[config.mk]
export PLATFORM = sky130hd
export DESIGN_NAME = projectile_throw_ctl
export DESIGN_NICKNAME = d
export VERILOG_FILES = /design/src/rtl/throw_pkg.sv /design/src/rtl/projectile_step.sv /design/src/rtl/projectile_throw_ctl.sv
export SDC_FILE = /design/constraint.sdc
export NUM_CORES = 1
export LEC_CHECK = 0
export BUFFER_PORTS_ARGS = -buffer_cell sky130_fd_sc_hd__buf_2
export CAP_MARGIN = 20
export CORE_ASPECT_RATIO = 1.75
export CORE_MARGIN = 5
export CORE_UTILIZATION = 45
export CTS_CLUSTER_SIZE = 8
export DETAILED_ROUTE_END_ITERATION = 6
export SLEW_MARGIN = 20
export SYNTH_ARGS = -nofsm -noshare
export SYNTH_HDL_FRONTEND = slang
export SYNTH_HIERARCHICAL = 1
export SYNTH_SLANG_ARGS = --single-unit
[constraint.sdc]
create_clock -name clk -period 5.4 [get_ports clk]
set_clock_uncertainty 0.2 [all_clocks]
set_input_delay 1.08 -clock clk [delete_from_list [all_inputs] [get_ports clk]]
set_output_delay 1.08 -clock clk [all_outputs]
set_load 0.02 [all_outputs]
[src/rtl/throw_pkg.sv]
// Shared types and constants for the projectile throw path.
package throw_pkg;

  typedef enum logic [1:0] {
    IDLE,
    FLY,
    LAND
  } state_e;

  typedef enum logic {
    CAT = 1'b0,
    DOG = 1'b1
  } player_e;

  // Screen width mirrors the VGA timing; the projectile must stay fully visible.
  localparam int HOR_PIXELS    = 1024;
  localparam int PROJ_DIAMETER = 30;
  localparam int X_MAX_DEF     = HOR_PIXELS - PROJ_DIAMETER;

  localparam int X0_CAT_DEF   = 60;
  localparam int X0_DOG_DEF   = 964;
  localparam int Y_GROUND_DEF = 100;
  localparam int GRAVITY_DEF  = 1;

  localparam int POS_W = 13;

  function automatic logic signed [POS_W-1:0] toPos(input int v);
    return POS_W'(v);
  endfunction

endpackage

[src/rtl/projectile_step.sv]
// Combinational one-frame ballistic integrator with landing and off-screen clamps.
module projectile_step
  import throw_pkg::*;
#(
  parameter int Y_GROUND = Y_GROUND_DEF,
  parameter int GRAVITY  = GRAVITY_DEF,
  parameter int X_MAX    = X_MAX_DEF
) (
  input  logic signed [12:0] x,
  input  logic signed [12:0] y,
  input  logic signed [7:0]  vys,
  input  logic        [5:0]  vx,
  input  logic               dir,
  input  logic signed [3:0]  wind,
  output logic signed [12:0] x_next,
  output logic signed [12:0] y_next,
  output logic signed [7:0]  vys_next,
  output logic               landed,
  output logic               off_screen
);

  localparam logic signed [12:0] GroundS = toPos(Y_GROUND);
  localparam logic signed [12:0] XMaxS   = toPos(X_MAX);
  localparam logic signed [8:0]  GravS   = 9'(GRAVITY);
  localparam logic signed [8:0]  VysMin  = -9'sd128;

  logic signed [12:0] xStep;
  logic signed [12:0] xRaw;
  logic signed [12:0] yRaw;
  logic signed [8:0]  vysWide;

  // Wind is applied after the vx step so it pushes both players the same way.
  always_comb begin
    xStep   = dir ? (x - $signed({7'b0, vx})) : (x + $signed({7'b0, vx}));
    xRaw    = xStep + {{9{wind[3]}}, wind};
    yRaw    = y + {{5{vys[7]}}, vys};
    vysWide = {vys[7], vys} - GravS;

    landed     = (yRaw <= GroundS);
    off_screen = (xRaw > XMaxS) || (xRaw < 13'sd0);

    if (xRaw < 13'sd0) begin
      x_next = 13'sd0;
    end else if (xRaw > XMaxS) begin
      x_next = XMaxS;
    end else begin
      x_next = xRaw;
    end

    y_next   = landed ? GroundS : yRaw;
    vys_next = (vysWide < VysMin) ? -8'sd128 : vysWide[7:0];
  end

endmodule

[src/rtl/projectile_throw_ctl.sv]
// Turn-based throw sequencer for cat and dog; drives the projectile drawer.
// Optional horizontal wind input is enabled with PROJ_WIND_EN.
module projectile_throw_ctl
  import throw_pkg::*;
#(
  parameter int X0_CAT   = X0_CAT_DEF,
  parameter int X0_DOG   = X0_DOG_DEF,
  parameter int Y_GROUND = Y_GROUND_DEF,
  parameter int GRAVITY  = GRAVITY_DEF,
  parameter int X_MAX    = X_MAX_DEF
) (
  input  logic        clk,
  input  logic        rst,
  input  logic        frame_tick,
  input  logic        throw_cat,
  input  logic        throw_dog,
  input  logic [5:0]  vx,
  input  logic [5:0]  vy,
`ifdef PROJ_WIND_EN
  input  logic [3:0]  wind,
`endif
  output logic [11:0] x_pos,
  output logic [11:0] y_pos,
  output logic        active,
  output logic        owner,
  output logic        turn,
  output logic        done
);

  state_e state_q, state_d;

  logic signed [12:0] x_q, x_d;
  logic signed [12:0] y_q, y_d;
  logic signed [7:0]  vys_q, vys_d;
  logic        [5:0]  vx_q, vx_d;
  logic               owner_q, owner_d;
  logic               turn_q, turn_d;

  logic signed [12:0] xNext;
  logic signed [12:0] yNext;
  logic signed [7:0]  vysNext;
  logic               landed;
  logic               offScreen;
  logic signed [3:0]  windS;
  logic               accept;

`ifdef PROJ_WIND_EN
  assign windS = wind;
`else
  assign windS = 4'sd0;
`endif

  projectile_step #(
    .Y_GROUND(Y_GROUND),
    .GRAVITY (GRAVITY),
    .X_MAX   (X_MAX)
  ) u_step (
    .x         (x_q),
    .y         (y_q),
    .vys       (vys_q),
    .vx        (vx_q),
    .dir       (owner_q),
    .wind      (windS),
    .x_next    (xNext),
    .y_next    (yNext),
    .vys_next  (vysNext),
    .landed    (landed),
    .off_screen(offScreen)
  );

  // Only the turn holder's request counts, so simultaneous requests resolve here.
  assign accept = (turn_q == DOG) ? throw_dog : throw_cat;

  always_ff @(posedge clk) begin
    if (rst) begin
      state_q <= IDLE;
    end else begin
      state_q <= state_d;
    end
  end

  always_ff @(posedge clk) begin
    if (rst) begin
      x_q     <= toPos(X0_CAT);
      y_q     <= toPos(Y_GROUND);
      vys_q   <= 8'sd0;
      vx_q    <= 6'd0;
      owner_q <= CAT;
      turn_q  <= CAT;
    end else begin
      x_q     <= x_d;
      y_q     <= y_d;
      vys_q   <= vys_d;
      vx_q    <= vx_d;
      owner_q <= owner_d;
      turn_q  <= turn_d;
    end
  end

  always_comb begin
    state_d = state_q;
    x_d     = x_q;
    y_d     = y_q;
    vys_d   = vys_q;
    vx_d    = vx_q;
    owner_d = owner_q;
    turn_d  = turn_q;
    case (state_q)
      IDLE: begin
        if (accept) begin
          state_d = FLY;
          owner_d = turn_q;
          x_d     = (turn_q == DOG) ? toPos(X0_DOG) : toPos(X0_CAT);
          y_d     = toPos(Y_GROUND);
          vys_d   = $signed({2'b00, vy});
          vx_d    = vx;
        end
      end
      FLY: begin
        if (frame_tick) begin
          x_d   = xNext;
          y_d   = yNext;
          vys_d = vysNext;
          if (landed || offScreen) begin
            state_d = LAND;
          end
        end
      end
      LAND: begin
        state_d = IDLE;
        turn_d  = ~turn_q;
      end
      default: state_d = IDLE;
    endcase
  end

  always_comb begin
    active = (state_q == FLY);
    done   = (state_q == LAND);
    owner  = owner_q;
    turn   = turn_q;
    x_pos  = x_q[11:0];
    y_pos  = y_q[11:0];
  end

endmodule

# Word-level counts from Yosys, hierarchy flattened
# Cells that the tools add are included.
[classes]
addsub = 4
multipliers = 0
div_mod_pow = 0
magnitude_cmp = 4
n_eq_ne = 5
shifts = 0
n_mux = 20
n_bitwise = 1
n_reduce_logical = 7
[op_table]
columns = ["cell", "n"]
rows = [
  ["$mux 13", 8],
  ["$pmux 13 s2", 2],
  ["$mux 8", 3],
  ["$pmux 8 s2", 1],
  ["$add 13x13->13", 1],
  ["$add 13x7->13", 1],
  ["$gt 13x11->1 const B", 1],
  ["$le 13x8->1 const B", 1],
  ["$lt 13x1->1 const B", 1],
  ["$sub 13x7->13", 1],
  ["$mux 10", 1],
  ["$lt 9x8->1 const B", 1],
  ["$sub 8x2->9 const B", 1],
  ["$mux 2", 3],
  ["$reduce_and 3->1", 2],
  ["$ne 2x2->1 const B", 2],
  ["$pmux 2 s2", 1],
  ["$eq 2x1->1 const B", 1],
  ["$eq 2x2->1 const B", 1],
  ["$logic_not 2->1", 1],
  ["$logic_or 1x1->1", 2],
  ["$ne 2x1->1 const B", 1],
  ["$reduce_and 2->1", 1],
  ["$reduce_bool 2->1", 1],
  ["other kinds (2)", 2],
]
[totals]
regBits = 44
latch_bits = 0
ram_bits = 0
romBits = 0
output_inout_bits = 28
wordCells = 48
n_memories = 0

# Depth between registers and ports, before layout
# Gate-level depths: netlist of run 1.
[depth]
depth_word = 8
ltp_mapped = 24

# Hierarchy
# The synthesis of run 1 kept the hierarchy.
[by_module_without_submodules]
columns = ["module", "instances", "cells_each", "area_per_inst_um2"]
rows = [
  ["projectile_step", 1, 334, 2262.2],
  ["projectile_throw_ctl", 1, 220, 1940.6],
]

# Worst setup path before layout of run 1
# No wires, ideal clock.
[synth_timing]
path_type = "reg-to-reg"
startpoint = "reg owner_q (netlist: owner)"
endpoint = "reg x_q[3]"
setup_time_ns = 0.129
arrival_ns = 3.955
t_required_ns = 5.071
setup_slack_ns = 1.116
path_stages_with_launch = 18
n_path_buf = 1
synth_period_minus_slack_ns = 4.284
path_cell_list = "dfxtp_1 -> clkbuf_1 -> mux2_2 -> inv_1 -> ha_1 -> nor2b_1 -> o21ai_0 -> a21boi_1 -> o21ai_0 -> a211oi_1 -> xor2_1 -> ha_1 -> xor2_1 -> or4_1 -> o31a_1 -> and3b_1 -> a2111oi_0 -> nor2_1"
[synth_via]
elab_chain_len = 6
elab_cells_between_ends = 7
cone_classes = "order compare (2); mux (5)"
[synth_rtl]
columns = ["item", "line", "text"]
rows = [
  ["from (decl)", "projectile_throw_ctl.sv:36", "logic owner_q, owner_d;"],
  ["from (signal assigned)", "projectile_throw_ctl.sv:95", "owner_q <= owner_d;"],
  ["$mux 13 (*)", "projectile_step.sv:34", "xStep = dir ? (x - $signed({7'b0, vx})) : (x + $signed({7'b0, vx}));"],
  ["$gt 13x11->1", "projectile_step.sv:44", "end else if (xRaw > XMaxS) begin"],
  ["$mux 13", "projectile_step.sv:44", ""],
  ["$mux 13 (*)", "projectile_step.sv:42", "if (xRaw < 13'sd0) begin"],
  ["named net xNext[3]", "projectile_throw_ctl.sv:39", "logic signed [12:0] xNext;"],
  ["$mux 13 (*)", "projectile_throw_ctl.sv:120", "if (frame_tick) begin"],
  ["$pmux 13 s2 (*)", "projectile_throw_ctl.sv:108", "case (state_q)"],
  ["to (signal assigned)", "projectile_throw_ctl.sv:84", "x_q <= toPos(X0_CAT);"],
  ["to (decl)", "projectile_throw_ctl.sv:32", "logic signed [12:0] x_q, x_d;"],
]
# The timed path passes the listed nets; every way through them passes the cells marked *. The select of a mux whose other input is x is not followed.
# A chain may end at the register's enable or synchronous reset.

# Worst setup path after layout of run 1
[layout_timing]
startpoint = "reg vx_q[0]"
endpoint = "reg x_q[4]"
[layout_via]
elab_chain_len = 7
elab_cells_between_ends = 9
cone_classes = "add/sub (2); order compare (2); mux (5)"
[layout_rtl]
columns = ["item", "line", "text"]
rows = [
  ["from (decl)", "projectile_throw_ctl.sv:35", "logic [5:0] vx_q, vx_d;"],
  ["from (signal assigned)", "projectile_throw_ctl.sv:94", "vx_q <= vx_d;"],
  ["$add 13x7->13 / $sub 13x7->13 (equally long branches)", "projectile_step.sv:34", ""],
  ["$mux 13 (*)", "projectile_step.sv:34", ""],
  ["$gt 13x11->1", "projectile_step.sv:44", ""],
  ["$mux 13", "projectile_step.sv:44", ""],
  ["$mux 13 (*)", "projectile_step.sv:42", ""],
  ["named net xNext[4]", "projectile_throw_ctl.sv:39", ""],
  ["$mux 13 (*)", "projectile_throw_ctl.sv:120", ""],
  ["$pmux 13 s2 (*)", "projectile_throw_ctl.sv:108", ""],
]
# Marks and branches as above.

==> results of run 1 <==
layout make-up:
type / count / share of cell area
Multi-Input combinational cell: 450 / 0.656
Sequential cell: 44 / 0.195
Timing Repair Buffer: 46 / 0.0520
Tap cell: 120 / 0.0332
Clock buffer: 5 / 0.0277
Inverter: 28 / 0.0232
Clock inverter: 2 / 0.0133
sequential cells by signal (all words and copies together) (netlist names):
name,cells
owner,1
state_q,2
turn,1
vx_q,6
vys_q,8
x_q,13
y_q,13
Yosys cell counts, drive strengths merged, types with 13 or more instances:
| cell type | count |
|---|---|
| nor2 | 71 |
| dfxtp | 44 |
| a21oi | 43 |
| buf | 40 |
| ha | 38 |
| nand2 | 38 |
| nor3 | 37 |
| inv | 28 |
| xnor2 | 27 |
| o21ai | 25 |
| nand3 | 23 |
| a211oi | 15 |
| mux2i | 13 |
worst reg2reg max path, delay by kind of cell, from the launching register on:
family	cells	cell delay (ns)
DFF	1	0.37
xor gates and xnor gates	2	0.32
buffers and inverters	2	0.13
and+or+nand+nor	4	0.93
AOI/OAI and AO/OA	6	1.65
adders and majority gates	3	0.60
muxes	1	0.29
power by group:
part,switching (uW),leakage (uW),internal (uW)
Clock,128,0.0000899,262
Combinational,1080,0.00147,704
Sequential,53.5,0.000359,363
worst min path at each step:
| stage | from | to | slack (ns) | depth (start not counted) |
|---|---|---|---|---|
| 3_3_place_gp | y_q[12] | y_q[12] | 0.26 | 2 |
| 4_1_cts | y_q[12] | y_q[12] | 0.27 | 2 |
| 2_1_floorplan | x_q[12] | x_q[12] | 0.25 | 2 |
| 6_report | x_q[12] | x_q[12] | 0.27 | 2 |
| 3_5_place_dp | y_q[12] | y_q[12] | 0.26 | 2 |
| 5_1_grt | x_q[12] | x_q[12] | 0.30 | 2 |
through the flow:
stage | util | hold slack, ns | cells | power [uW] | area (um^2)
finish | 0.497 | 0.269 | 695 | 2590 | 4520
CTS | 0.497 | 0.273 | 695 | 2550 | 4520
detailed placement | 0.477 | 0.263 | 688 | 2140 | 4340
floorplan | - | 0.245 | 570 | 1820 | 4260
global route | 0.497 | 0.299 | 695 | 2800 | 4520
global placement | 0.477 | 0.256 | 688 | 2130 | 4340
per-layer routing:
metal  part of all wire  track usage  vias to the layer above  wire length [um]
li1                   -            -                     1973                 -
met1               0.35        0.186                     1872              4130
met2               0.58        0.441                       92              6920
met3              0.022       0.0144                       30               258
met4              0.051        0.122                        0               602
met5                  0            0                        -                 0
cell families (layout without fill, tap and decap cells):
logic type | after synthesis | in the layout
other | 2 | 18
flip-flops | 44 | 44
multiplexers | 15 | 15
buffers and inverters | 76 | 81
AO/OA/AOI/OAI | 131 | 131
adder cells (fa/ha/maj) | 41 | 41
XOR/XNOR | 35 | 35
AND/OR/NAND/NOR | 210 | 210
==> flow_summary.json, run 1 <==
{
  "status": "finished clean",
  "synth.cell_area_um2": 4200,
  "finalCritPeriodShare": 0.855,
  "ctsLongestPathBuffers": 2,
  "die-area_um2": 11400,
  "dr.first_iter.drc_count": 163,
  "critPathTopFamily": "compound AO/OA/AOI/OAI gates",
  "cp_max_fo": 6,
  "synth-async-reset-ratio": 0,
  "synthFlopType": "dfxtp_1",
  "fin_ws_ns": 0.781,
  "synth_seq_cells": 44,
  "die_height_um": 138,
  "clock_sinks": 44,
  "crit_path_end": "x_q[4]",
  "clkSlewWorstSetupHoldPaths_ns": 0.06,
  "hold_buffers": 0,
  "drv_cap": 0,
  "synth_simple_gate_area_frac": 0.240,
  "drc": 0,
  "antenna_found_initial": 0,
  "ff2ff_path_depth": 18,
  "numCtsBuffers": 5,
  "final_common_cell": "nor2_1",
  "hold_viol": 0,
  "end_kind": "flop",
  "path_buf_inv": 2,
  "cp.depth": 18,
  "multiInputGateArea_um2": 2970,
  "synthXorXnorAreaFrac": 0.0729,
  "yosysTopAreaCellShare": 0.210,
  "grt_usage": 0.208,
  "grt_setup_unrepaired": "no",
  "synth-compound-area-share": 0.212,
  "cp.required_ns": 5.37,
  "syn_area_per_cell_um2": 7.59,
  "critPathLaunchType": "flop",
  "grt_pass1_vias": 3843,
  "yosys-top-cells-area": "dfxtp_1 (21%), ha_1 (11%), nor2_1 (6.3%)",
  "timing.critical_path.mode_cell": "ha_1",
  "route.detailed.wl_per_inst_um": 17.1,
  "regArea_um2": 881,
  "synth.area.mux_share": 0.0372,
  "antenna_cells": 0,
  "report.final.slew_viol_count": 0,
  "p_per_area_nw_per_um2": 573,
  "ys_seq_area_frac": 0.210,
  "synth-adder-area-share": 0.127,
  "finalCriticalPeriod_ns": 4.62,
  "tightest_slew_ns": 0.988,
  "vias_per_cell": 5.71,
  "clockRootBuffer": "clkbuf_16",
  "grt_pass1_wl_um": 18700,
  "drt.antenna.violating_nets": 0,
  "htree_levels": 2,
  "arrival_ns": 4.58,
  "vias": 3967,
  "synth_top_family_by_area": "simple AND/OR/NAND/NOR gates",
  "cts-resized-gates": 0,
  "post_cts_buffers": 0,
  "synth.largest_area_cell": "dfxtp_1",
  "path_class": "flop to flop",
  "synth_edf_count": 0,
  "fp-row-count": 46,
  "core_area_um2": 9090,
  "regToRegSetupSlack_ns": 0.78,
  "fmax_ghz": 0.216,
  "hpwl_um": 9230,
  "r2r-start": "vx_q[0]",
  "ios": 45,
  "wirelength_um": 11900,
  "finalNetCount": 633,
  "fillCellCount": 980,
  "synth_warnings": 6,
  "port_buffers": 44,
  "power_leakage_uw": 0.00192,
  "critPathLaunch": "vx_q[0]",
  "r2r-end": "x_q[4]",
  "hp-class": "flop to flop",
  "initial_utilization": 0.462,
  "first_pass_iters": 4,
  "final_cell_mix": "nor2_1 (71), buf_2 (44), dfxtp_1 (44)",
  "grt_overflow": 0,
  "gp_congestion": 0.934,
  "vdd_drop_max_mv": 0.299,
  "cp_slowest_cell": "a211oi_1",
  "dieWidth_um": 83.1,
  "path_cells": "inv_1 > ha_1 > mux2_2 > inv_1 > ha_1 > nor2b_1 > o21ai_0 > a21boi_1 > o21ai_0 > a211oi_1 > xor2_1 > ha_1 > xor2_1 > or4_1 > o31a_1 > and3b_1 > a2111oi_0 > nor2_1",
  "syn2layout_area_growth_pct": 7.59,
  "drive_gt1_frac": 0.127,
  "synth_cell_types": 68,
  "slowest_delay_ns": 0.53,
  "setup_viol": 0,
  "cts_tree": "done",
  "fin_tns_setup_ns": 0,
  "syn_inst": 554,
  "grt_max_degree": 48,
  "clkLatencyLatePin_ns": 0.29,
  "max_slew_margin": 0.341,
  "dp_slack_ns": 0.851
}
Power figures use the tool's default switching activity.
==> run 2, diff against run 1 <==
--- a/config.mk
+++ b/config.mk
@@ -9,8 +9,9 @@
 export CAP_MARGIN = 20
 export CORE_ASPECT_RATIO = 1.75
-export CORE_MARGIN = 5
+export CORE_MARGIN = 4
 export CORE_UTILIZATION = 45
 export CTS_CLUSTER_SIZE = 8
 export DETAILED_ROUTE_END_ITERATION = 6
+export GPL_TIMING_DRIVEN = 0
 export SLEW_MARGIN = 20
 export SYNTH_ARGS = -nofsm -noshare
==> constraint.sdc (replaced) <==
create_clock -name clk -period 5.4 [get_ports clk]
set_clock_uncertainty 0.2 [all_clocks]
set_input_delay 1.08 -clock clk [delete_from_list [all_inputs] [get_ports clk]]
set_output_delay 1.08 -clock clk [all_outputs]
set_load 0.01 [all_outputs]
==> flow_summary.json, run 2 (synthesized netlist as in run 1, its figures left out) <==
{
  "status": "finished clean",
  "fin_tns_setup_ns": 0,
  "finalPower_uw": 2590,
  "multiInputGateArea_um2": 2970,
  "fmax_ghz": 0.206,
  "grt_usage": 0.222,
  "ff2ff_path_depth": 17,
  "finalCritPeriodShare": 0.901,
  "r2r-end": "x_q[4]",
  "hpwl_um": 9880,
  "grt_setup_unrepaired": "no",
  "arrival_ns": 4.83,
  "syn2layout_area_growth_pct": 14.6,
  "antenna_found_initial": 0,
  "drv_cap": 0,
  "wirelength_um": 11700,
  "ios": 45,
  "drive_gt1_frac": 0.178,
  "fillCellCount": 970,
  "drc": 0,
  "fp-row-count": 46,
  "drt.antenna.violating_nets": 0,
  "hold_viol": 0,
  "tightest_slew_ns": 0.675,
  "setup_viol": 0,
  "placed_cells": 734,
  "finalNetCount": 679,
  "vdd_drop_max_mv": 0.311,
  "r2r-start": "owner",
  "final_common_cell": "nor2_1",
  "grt_overflow": 0,
  "crit_path_end": "x_q[4]",
  "p_per_area_nw_per_um2": 538,
  "antenna_cells": 0,
  "grt_max_degree": 15,
  "reg_top3": "x_q: 13 flops, y_q: 13 flops, vys_q: 8 flops",
  "numCtsBuffers": 5,
  "regToRegSetupSlack_ns": 0.53,
  "max_slew_margin": 0.538,
  "grt_pass1_wl_um": 18800,
  "hp-class": "flop to flop",
  "gp_congestion": 0.864,
  "dieWidth_um": 81.1,
  "end_kind": "flop",
  "regArea_um2": 881,
  "clkSlewWorstSetupHoldPaths_ns": 0.06,
  "holdPathStages": 2,
  "critPathLaunch": "owner",
  "first_pass_iters": 4,
  "clockRootBuffer": "clkbuf_16",
  "die_height_um": 136,
  "vias": 4045,
  "vias_per_cell": 5.45,
  "cp_max_fo": 8,
  "clkLatencyLatePin_ns": 0.29,
  "path_class": "flop to flop",
  "finalCriticalPeriod_ns": 4.87,
  "cp.required_ns": 5.36,
  "dr.first_iter.drc_count": 168,
  "cts_tree": "done",
  "final_util": 0.530,
  "htree_levels": 2,
  "route.detailed.wl_per_inst_um": 15.7,
  "final_cell_mix": "nor2_1 (71), buf_2 (52), dfxtp_1 (44)",
  "grt_pass1_vias": 3950,
  "power_leakage_uw": 0.00211,
  "finalNonFillerCells": 742,
  "core_area_um2": 9090,
  "hold_buffers": 0,
  "die-area_um2": 11000,
  "ctsLongestPathBuffers": 2,
  "critPathLaunchType": "flop",
  "initial_utilization": 0.462,
  "clock_sinks": 44,
  "report.final.slew_viol_count": 0,
  "port_buffers": 44
}
-- run 2: cell types whose count changed in the layout (fill, tap and decap cells not counted) --
cell	previous run	this run
buf_4	2	29
buf_2	44	52
clkbuf_1	0	8
buf_6	0	2
a211oi_1	9	8
a211oi_2	6	7
buf_1	0	1
bufinv_16	2	1
clkbuf_8	0	1
clkinv_4	0	1
nor2b_1	7	8
nor2b_2	1	0
-- run 2: power breakdown --
part | internal, uW | switching [uW] | total, uW
Clock | 232 | 129 | 361
Sequential | 363 | 52.9 | 415
Combinational | 748 | 1070 | 1820
-- run 2: worst max-delay path: stages, from the launching register on --
cell       delay, ns
dfxtp_1         0.38
clkbuf_1        0.30
mux2_2          0.43
inv_1           0.07
ha_1            0.21
nor2b_1         0.12
o21ai_0         0.22
a21boi_1        0.13
o21ai_0         0.34
a211oi_2        0.21
xor2_1          0.27
ha_1            0.24
xor2_1          0.10
or4_1           0.52
o31a_1          0.31
and3b_1         0.22
a2111oi_0       0.38
nor2_1          0.08
-- run 2: final cells by class --
type,count,share of cell area
multi-input combinational,450,0.616
sequential,44,0.183
buffer,48,0.0652
timing repair buffer,44,0.0457
tap,120,0.0312
clock buffer,6,0.0288
inverter,28,0.0218
clock inverter,2,0.00805
-- run 2: worst min path at each step --
stage | startpoint | end
6_report | x_q[12] | x_q[12]
5_1_grt | x_q[12] | x_q[12]
4_1_cts | x_q[12] | x_q[12]
3_5_place_dp | x_q[12] | x_q[12]
3_3_place_gp | y_q[12] | y_q[12]
2_1_floorplan | x_q[12] | x_q[12]
-- run 2: routing by layer --
layer	global-route usage	wire, um	up-vias
met2	0.461	7060	75
met3	0.0212	300	27
met5	0	0	-
met1	0.203	3870	1875
li1	-	-	2068
met4	0.102	456	0
-- run 2: timing repair --
action | 4_1_cts | 5_1_grt
setup endpoints to repair | 0 | 2
resized for setup | 0 | 1
buffers inserted | 0 | 0
endpoints found under the hold margin | 0 | 0
-- run 2: per-stage QoR --
| stage | instance area [um^2] | setup WS, ns | hold slack (ns) |
|---|---|---|---|
| after floorplan | 4260 | 1.19 | 0.245 |
| after global placement | 4630 | 0.475 | 0.258 |
| after detailed placement | 4630 | 0.414 | 0.265 |
| after CTS | 4810 | 0.375 | 0.274 |
| after global routing | 4820 | 0.175 | 0.298 |
| final | 4820 | 0.534 | 0.271 |
